### config.mk
export PLATFORM = sky130hd
export DESIGN_NAME = qpsk_frame_sched
export DESIGN_NICKNAME = d
export VERILOG_FILES = /design/src/rtl/qpsk_pkg.sv /design/src/rtl/qpsk_inflight_fifo.sv /design/src/rtl/qpsk_frame_sched.sv
export SDC_FILE = /design/constraint.sdc
export NUM_CORES = 1
export LEC_CHECK = 0
export ABC_AREA = 1
export BUFFER_PORTS_ARGS = -buffer_cell sky130_fd_sc_hd__buf_4
export CAP_MARGIN = 20
export CORE_UTILIZATION = 30
export CTS_BUF_LIST = sky130_fd_sc_hd__clkbuf_8 sky130_fd_sc_hd__clkbuf_16
export CTS_CLUSTER_SIZE = 8
export DETAILED_ROUTE_END_ITERATION = 16
export MAX_ROUTING_LAYER = met4
export PLACE_DENSITY = 0.51
export REMOVE_ABC_BUFFERS = 1
export SLEW_MARGIN = 30
export SYNTH_ARGS = -nofsm -noshare
export SYNTH_HDL_FRONTEND = slang
export SYNTH_SLANG_ARGS = --single-unit
### constraint.sdc
create_clock -name clk -period 11.2 [get_ports clk]
set_input_delay 0.56 -clock clk [delete_from_list [all_inputs] [get_ports clk]]
set_output_delay 0.56 -clock clk [all_outputs]
set_load 0.005 [all_outputs]
### src/rtl/qpsk_pkg.sv
// Shared constants and types for the QPSK frame scheduler.
// QPSK_LOOPBACK_CHECK_EN adds the launched word to each in-flight entry.
package qpsk_pkg;
    localparam int QPSK_WORD_W  = 40;
    localparam int QPSK_STAMP_W = 16;

`ifdef QPSK_LOOPBACK_CHECK_EN
    typedef struct packed {
        logic [QPSK_WORD_W-1:0]  data;
        logic [QPSK_STAMP_W-1:0] stamp;
    } qpsk_entry_t;
`else
    typedef struct packed {
        logic [QPSK_STAMP_W-1:0] stamp;
    } qpsk_entry_t;
`endif

    typedef enum logic [1:0] {
        IDLE   = 2'd0,
        ACTIVE = 2'd1,
        DRAIN  = 2'd2
    } qpsk_state_e;
endpackage

### src/rtl/qpsk_inflight_fifo.sv
// Synchronous FIFO holding launched-word entries until their capture time.
module qpsk_inflight_fifo #(
    parameter int DEPTH = 4,
    parameter int W     = 16
) (
    input  logic                     clk,
    input  logic                     rst_n,
    input  logic                     push_i,
    input  logic [W-1:0]             din_i,
    input  logic                     pop_i,
    output logic [W-1:0]             head_o,
    output logic                     full_o,
    output logic                     empty_o,
    output logic [$clog2(DEPTH):0]   count_o
);
    localparam int AW = $clog2(DEPTH);

    logic [W-1:0]  mem_q [DEPTH];
    logic [AW-1:0] wr_q;
    logic [AW-1:0] rd_q;
    logic [AW:0]   cnt_q;
    logic          do_push;
    logic          do_pop;

    assign full_o  = (cnt_q == (AW+1)'(DEPTH));
    assign empty_o = (cnt_q == '0);
    assign count_o = cnt_q;
    assign head_o  = mem_q[rd_q];
    assign do_push = push_i && !full_o;
    assign do_pop  = pop_i && !empty_o;

    always_ff @(posedge clk) begin
        if (do_push) begin
            mem_q[wr_q] <= din_i;
        end
    end

    always_ff @(posedge clk or negedge rst_n) begin
        if (!rst_n) begin
            wr_q  <= '0;
            rd_q  <= '0;
            cnt_q <= '0;
        end else begin
            if (do_push) wr_q <= wr_q + AW'(1);
            if (do_pop)  rd_q <= rd_q + AW'(1);
            cnt_q <= cnt_q + (AW+1)'(do_push) - (AW+1)'(do_pop);
        end
    end
endmodule

### src/rtl/qpsk_frame_sched.sv
// Frame scheduler and loopback capture for the QPSK modem pair.
// QPSK_LOOPBACK_CHECK_EN enables m_err/err_cnt comparison of captured vs launched words.
//   state  | meaning
//   IDLE   | nothing launched, queue empty
//   ACTIVE | last boundary launched a word
//   DRAIN  | no new words, waiting for in-flight captures
module qpsk_frame_sched
    import qpsk_pkg::*;
#(
    parameter int                     FRAME_CYCLES = 20,
    parameter int                     LAT_CYCLES   = 45,
    parameter int                     DEPTH        = 4,
    parameter logic [QPSK_WORD_W-1:0] IDLE_WORD    = '0
) (
    input  logic                   clk,
    input  logic                   rst_n,
    input  logic                   s_valid,
    output logic                   s_ready,
    input  logic [QPSK_WORD_W-1:0] s_data,
    output logic [QPSK_WORD_W-1:0] para_in,
    input  logic [QPSK_WORD_W-1:0] para_out,
    output logic                   m_valid,
    output logic [QPSK_WORD_W-1:0] m_data,
    output logic                   busy
`ifdef QPSK_LOOPBACK_CHECK_EN
    ,
    output logic                   m_err,
    output logic [15:0]            err_cnt
`endif
);
    localparam int FW = $clog2(FRAME_CYCLES);
    localparam int CW = $clog2(DEPTH) + 1;
    localparam logic [FW-1:0]           FLAST     = FW'(FRAME_CYCLES - 1);
    localparam logic [QPSK_STAMP_W-1:0] LAT_STAMP = QPSK_STAMP_W'(LAT_CYCLES);

    logic [FW-1:0]           fcnt_q;
    logic [QPSK_STAMP_W-1:0] tmr_q;
    logic [QPSK_WORD_W-1:0]  para_in_q;
    logic [QPSK_WORD_W-1:0]  m_data_q;
    logic                    m_valid_q;
    logic                    busy_q;
    qpsk_state_e             state_q;

    qpsk_entry_t push_entry;
    qpsk_entry_t head;
    logic        full;
    logic        empty;
    logic [CW-1:0] count;
    logic        boundary;
    logic        xfer;
    logic        pop;
    logic        drained;

    assign boundary = (fcnt_q == FLAST);
    assign s_ready  = boundary && !full;
    assign xfer     = s_valid && s_ready;
    // Modular subtraction keeps the age correct across the timer wrap.
    assign pop      = !empty && ((tmr_q - head.stamp) == LAT_STAMP);
    assign drained  = !xfer && (empty || (pop && count == CW'(1)));

    always_comb begin
        push_entry       = '0;
        push_entry.stamp = tmr_q + QPSK_STAMP_W'(1);
`ifdef QPSK_LOOPBACK_CHECK_EN
        push_entry.data  = s_data;
`endif
    end

    qpsk_inflight_fifo #(
        .DEPTH (DEPTH),
        .W     ($bits(qpsk_entry_t))
    ) u_fifo (
        .clk     (clk),
        .rst_n   (rst_n),
        .push_i  (xfer),
        .din_i   (push_entry),
        .pop_i   (pop),
        .head_o  (head),
        .full_o  (full),
        .empty_o (empty),
        .count_o (count)
    );

    always_ff @(posedge clk or negedge rst_n) begin
        if (!rst_n) begin
            fcnt_q    <= '0;
            tmr_q     <= '0;
            para_in_q <= IDLE_WORD;
            m_valid_q <= 1'b0;
            m_data_q  <= '0;
        end else begin
            fcnt_q    <= boundary ? '0 : fcnt_q + FW'(1);
            tmr_q     <= tmr_q + QPSK_STAMP_W'(1);
            m_valid_q <= pop;
            if (boundary) para_in_q <= xfer ? s_data : IDLE_WORD;
            if (pop)      m_data_q  <= para_out;
        end
    end

    always_ff @(posedge clk or negedge rst_n) begin
        if (!rst_n) begin
            state_q <= IDLE;
            busy_q  <= 1'b0;
        end else begin
            case (state_q)
                IDLE: begin
                    if (xfer) begin
                        state_q <= ACTIVE;
                        busy_q  <= 1'b1;
                    end
                end
                ACTIVE: begin
                    if (boundary && !xfer) state_q <= DRAIN;
                end
                DRAIN: begin
                    if (xfer) begin
                        state_q <= ACTIVE;
                    end else if (drained) begin
                        state_q <= IDLE;
                        busy_q  <= 1'b0;
                    end
                end
                default: begin
                    state_q <= IDLE;
                    busy_q  <= 1'b0;
                end
            endcase
        end
    end

`ifdef QPSK_LOOPBACK_CHECK_EN
    logic        m_err_q;
    logic [15:0] err_cnt_q;
    logic        mismatch;

    assign mismatch = pop && (para_out != head.data);

    always_ff @(posedge clk or negedge rst_n) begin
        if (!rst_n) begin
            m_err_q   <= 1'b0;
            err_cnt_q <= '0;
        end else begin
            m_err_q <= mismatch;
            if (mismatch && err_cnt_q != 16'hFFFF) err_cnt_q <= err_cnt_q + 16'd1;
        end
    end

    assign m_err   = m_err_q;
    assign err_cnt = err_cnt_q;
`endif

    assign para_in = para_in_q;
    assign m_valid = m_valid_q;
    assign m_data  = m_data_q;
    assign busy    = busy_q;
endmodule

; After elaboration in Yosys (flattened, before gate mapping)
; Memories as Yosys holds them, arrays and structs flattened.
; Cells that the tools add are included.
[classes]
n_addsub = 7
eq_ne = 11
mux = 13
bitwise_logic = 1
n_reduce_logical = 16
[op_table]
columns = op, n
row1 = $mux W40, 1
row2 = $add A16 B1 Y16 const B, 1
row3 = $eq A16 B6 Y1 const B, 1
row4 = $sub A16 B16 Y16, 1
row5 = $logic_and A1 B1 Y1, 8
row6 = $mux W2, 4
row7 = $ne A2 B2 Y1 const B, 3
row8 = $pmux W2 S3, 1
row9 = $add A5 B1 Y5 const B, 1
row10 = $eq A5 B5 Y1 const B, 1
row11 = $mux W1, 5
row12 = $mux W5, 1
row13 = $add A2 B1 Y2 const B, 2
row14 = $reduce_and A4 Y1, 1
row15 = $add A3 B1 Y3, 1
row16 = $eq A3 B1 Y1 const B, 1
row17 = $eq A3 B3 Y1 const B, 1
row18 = $logic_not A1 Y1, 3
row19 = $logic_not A3 Y1, 1
row20 = $ne A3 B2 Y1 const B, 1
row21 = $pmux W1 S3, 1
row22 = $reduce_and A3 Y1, 1
row23 = $sub A3 B1 Y3, 1
row24 = $eq A2 B1 Y1 const B, 1
row25 = 5 further kinds, 5
[totals]
regBits = 112
ram_bits = 64
inputBits = 83
out_inout_bits = 83
word_cells = 59
n_memories = 1
[memory_table]
columns = name, words, word_bits, read_ports, rd_ports_with_merged_regs, wr, line_no
row1 = u_fifo.mem_q, 4, 16, 1, 0, 1, qpsk_inflight_fifo.sv:18  ; logic [W-1:0] mem_q [DEPTH];

; Logic depth before layout (Yosys ltp)
; An unclocked memory read counts as a cell.
[logic_depth]
depth_word = 10
depth_mapped = 25
mapped_depth_nobuf = 23

; Hierarchy
; A second synthesis with hierarchy kept.
[hier_totals]
hier_cells = 819
hier_area_um2 = 8074.0
[modules_own_cells]
columns = module, instances, cells_per_inst, area_per_inst_um2, seq_area_each_um2
row1 = qpsk_frame_sched, 1, 558, 5082.4, 2627.5
row2 = qpsk_inflight_fifo, 1, 261, 2991.6, 2097.0

; Least setup slack after synthesis
; OpenSTA, ideal clock, no wires.
[synth_path]
kind = register to register
from = reg u_fifo.rd_q[0]
to = reg u_fifo.cnt_q[2] (netlist: u_fifo.count_o[2])
setup_time_ns = 0.122
arrival_ns = 3.874
t_required_ns = 11.078
setup_slack_ns = 7.204
path_stages_with_launch = 24
path_buffers = 3
period_less_slack_ns = 3.996
cell_sequence = dfrtp_1 -> buf_2 -> clkbuf_1 -> o21ai_0 -> o22ai_1 -> ha_1 -> fa_1 -> inv_1 -> nor2_1 -> nand2_1 -> nor2_1 -> nand3_2 -> nor2_2 -> nand3_1 -> nor4_2 -> nand3b_1 -> nor3_4 -> buf_8 -> ha_1 -> inv_1 -> ha_1 -> inv_1 -> fa_1 -> xnor2_1
[synth_via]
elab_chain_len = 6
[synth_rtl]
columns = element, line_no
row1 = "start, declared", qpsk_inflight_fifo.sv:20  ; logic [AW-1:0] rd_q;
row2 = "start signal, assigned", qpsk_inflight_fifo.sv:45  ; if (do_pop) rd_q <= rd_q + AW'(1);
row3 = $mem_v2 Z4 W16, -
row4 = $sub A16 B16 Y16, qpsk_frame_sched.sv:58  ; assign pop = !empty && ((tmr_q - head.stamp) == LAT_STAMP);
row5 = $eq A16 B6 Y1, qpsk_frame_sched.sv:58
row6 = $logic_and A1 B1 Y1, qpsk_frame_sched.sv:58
row7 = net pop, qpsk_frame_sched.sv:51  ; logic pop;
row8 = $logic_and A1 B1 Y1, qpsk_inflight_fifo.sv:30  ; assign do_pop = pop_i && !empty_o;
row9 = $sub A3 B1 Y3, qpsk_inflight_fifo.sv:46  ; cnt_q <= cnt_q + (AW+1)'(do_push) - (AW+1)'(do_pop);
row10 = "end signal, assigned", qpsk_inflight_fifo.sv:46
row11 = "end, declared", qpsk_inflight_fifo.sv:21  ; logic [AW:0] cnt_q;
; The timed path passes the listed nets, and every way through them passes these cells.
; A chain may end at the register's enable or synchronous reset.

; Final worst setup path
[layout_path]
from = reg u_fifo.rd_q[0]
to = reg u_fifo.cnt_q[2] (netlist: u_fifo.count_o[2])
[layout_via]
elab_chain_len = 6
[layout_rtl]
columns = element, line_no
row1 = $mem_v2 Z4 W16, -
row2 = $sub A16 B16 Y16, qpsk_frame_sched.sv:58
row3 = $eq A16 B6 Y1, qpsk_frame_sched.sv:58
row4 = $logic_and A1 B1 Y1, qpsk_frame_sched.sv:58
row5 = $logic_and A1 B1 Y1, qpsk_inflight_fifo.sv:30
row6 = $sub A3 B1 Y3, qpsk_inflight_fifo.sv:46
; No other way between the ends.

==> impl_results.md <==
* Status: finished, final reports clean
* Core Area at 0.0260 mm²
* Top cell type's share of synthesized area at 0.353
* Antenna Cells at 0
* Crit path launch type: flip-flop
* RR Endpoint: u_fifo.count_o[2]$_DFF_PN0_
* Number of nets in the layout at 1065
* Antenna Nets Post-Route at 0
* Clk slew on worst S/H paths at 80 ps
* Sequential cell area at 0.00472 mm²
* Ys async rst share at 0.636
* Prevailing post-synth register cell: dfrtp_1
* Layout cells sized above 1 at 0.243
* Leakage power at 4.85 nW
* RSZ-0062 raised after global routing: no
* Crit. End Element: flip-flop
* Top-count cell post-synth: nand2_1
* Post-route clock period utilization at 0.425
* Buffers & Inverters on Critical Path at 5
* Root buf cell: clkbuf_16
* Worst Path Arrival at 5080 ps
* Avg Cell Area, Syn at 10.1 µm²
* DRC viols at 0
* Dpl cells at 1273
* Total GRT Usage at 0.154
* Avg WL per Cell at 15.1 µm
* Max-slew violations at 0
* DP Worst Slack at 6380 ps
* Final core occ at 0.389
* EDFF count, synth at 64
* CTS Buf Count at 17
* Critical path cell sequence: inv_2, o21ai_0, o22ai_1, ha_1, fa_1, inv_1, nor2_1, nand2_1, nor2_1, nand3_2, nor2_2, nand3_1, nor4_2, nand3b_1, nor3_4, buf_4, ha_1, inv_1, ha_1, inv_1, fa_1, xnor2_1
* CTS resizes at 0
* Most frequent cells after synthesis: nand2_1, dfrtp_1, inv_1, edfxtp_1
* Drt pass-1 iters at 4
* Non-filler cells, final at 1305
* Area of placed instances at 0.00953 mm²
* Worst flop-to-flop path startpoint: u_fifo.rd_q[0]$_DFFE_PN0P_
* Synth top area cells: dfrtp_1, edfxtp_1, nand2_1
* Sink Count at 176
* CTS Buffer Depth at 2
* Register area share after synthesis at 0.595
* # fillers at 2591
* CTS tree: done
* Vias per cell at 4.57
* Final clock skew at 15.0 ps
* Max IR drop VDD at 81.0 µV
* Global-route wire length before repair at 31100 µm
* Final worst setup slack at 6440 ps
* Top fanout value on the critical path at 42
* Setup violations, final at 0
* Worst Reg-to-Reg Cells at 22
* Largest net degree at the start of global routing at 63
* Setup CP Type: flip-flop to flip-flop
* WHS at 198 ps
* Worst path required time at 11520 ps
* DPL Wire Length at 13500 µm
* Port Buf Inserts at 165
* Cell Pwr Density at 126 mW/mm²
* Maximum Capacitance Violations at 0
* Setup Buffers After CTS at 0
* Area Growth Syn to Fin at 27.3%
* Crit-path leading delay family: adder cells
* Ys Warns at 0
* Rel. slew slack at 0.440
* Final Instance Area at 0.0101 mm²
* Cts hold-fix bufs at 0
* Combined area of the multi-input logic cells at 0.00279 mm²
* Total Power at 1.28 mW
* Fmax at 210 MHz
* Number of global-route vias before repair at 6014
* Final critical-path required period at 4760 ps
* Number of cells produced by synthesis at 790
* Reg-to-reg slack, setup at 6440 ps
* Hold crit path type: primary input to async pin
* Die width at 165 µm
* Final WL at 19700 µm
* Vias at 5968
* Post-synth cell types at 36
* GPL Wtd Cong at 0.802
* Initial core utilization at 0.306
* Clk_lat worst skew at 440 ps
* Die area at 0.0271 mm²
* #FFs+latches synth at 176
* Slowest CP cell: dfrtp_1
* Die span in y at 165 µm
* Antenna violations before repair at 0
* GRT Residual Overflow at 0
* H-tree lvl count at 4
* Max incr delay on CP at 610 ps
* Top cell type by total area after synthesis: dfrtp_1
* Num rows at 59
* Netlist Area Pre-Place at 0.00794 mm²
* Setup TNS at 0 ps
* Io pins at 166
* Slew @ Worst Pin at 839 ps
* Fin. Hold Viols at 0
* Iteration-0 DRC count of the detailed router at 340
## cells in the final DEF, fill, tap and decap left out, types with 23 or more instances in the layout
cell / count
nand2_1: 262
buf_4: 175
dfrtp_1: 112
inv_1: 65
edfxtp_1: 64
nor2_1: 40
a22o_1: 40
nand3_1: 33
a21oi_1: 27
ha_1: 23
## layout make-up
class                   instances  area share
multi-input cells             512       0.276
flip-flops and latches        176       0.468
clock inverters                14      0.0139
inverters                      75      0.0279
repair buffers                175       0.130
clock buffers                  18      0.0435
well taps                     335      0.0415
## worst max-delay path by stage
stage                                           from                          end  slack (ps)  cells past startpoint
after floorplan           u_fifo.rd_q[0]$_DFFE_PN0P_  u_fifo.count_o[2]$_DFF_PN0_        6050                     21
after global placement    u_fifo.rd_q[1]$_DFFE_PN0P_  u_fifo.count_o[1]$_DFF_PN0_        6460                     20
after detailed placement  u_fifo.rd_q[1]$_DFFE_PN0P_  u_fifo.count_o[2]$_DFF_PN0_        6380                     20
after CTS                 u_fifo.rd_q[1]$_DFFE_PN0P_  u_fifo.count_o[2]$_DFF_PN0_        6370                     20
after global routing      u_fifo.rd_q[0]$_DFFE_PN0P_  u_fifo.count_o[1]$_DFF_PN0_        5970                     22
final                     u_fifo.rd_q[0]$_DFFE_PN0P_  u_fifo.count_o[2]$_DFF_PN0_        6440                     22
## where the power goes
group          switching, mW  leakage (nW)  internal [mW]
logic                 0.0125          2.57         0.0179
registers                  0          2.00          0.663
clock network          0.282         0.285          0.302
## cells by family (layout without fill, tap and decap cells)
kind of cell / Yosys count / count (layout) / share of synthesized area
AOI/OAI and AO/OA: 91 / 91 / 0.0881
DFF: 176 / 176 / 0.595
adders and majority gates: 25 / 25 / 0.0413
xor gates and xnor gates: 23 / 23 / 0.0254
and+or+nand+nor: 373 / 373 / 0.196
buffers and inverters: 102 / 282 / 0.0548
## per-layer routing
metal / part of all wire / up-vias / routed length (µm) / global-route usage
li1: - / 2944 / - / -
met1: 0.45 / 2852 / 8950 / 0.198
met2: 0.48 / 156 / 9410 / 0.238
met3: 0.057 / 16 / 1130 / 0.0392
met4: 0.011 / 0 / 222 / 0.0446
met5: 0 / - / 0 / -
## registers in the layout, indices dropped and copies added (netlist names)
register	count
m_valid	1
m_data	40
u_fifo.rd_q	2
u_fifo.count_o	3
state_q	2
tmr_q	16
u_fifo.wr_q	2
u_fifo.mem_q	64
fcnt_q	5
para_in	40
busy	1
No activity file was read; power rests on OpenSTA's default activity.
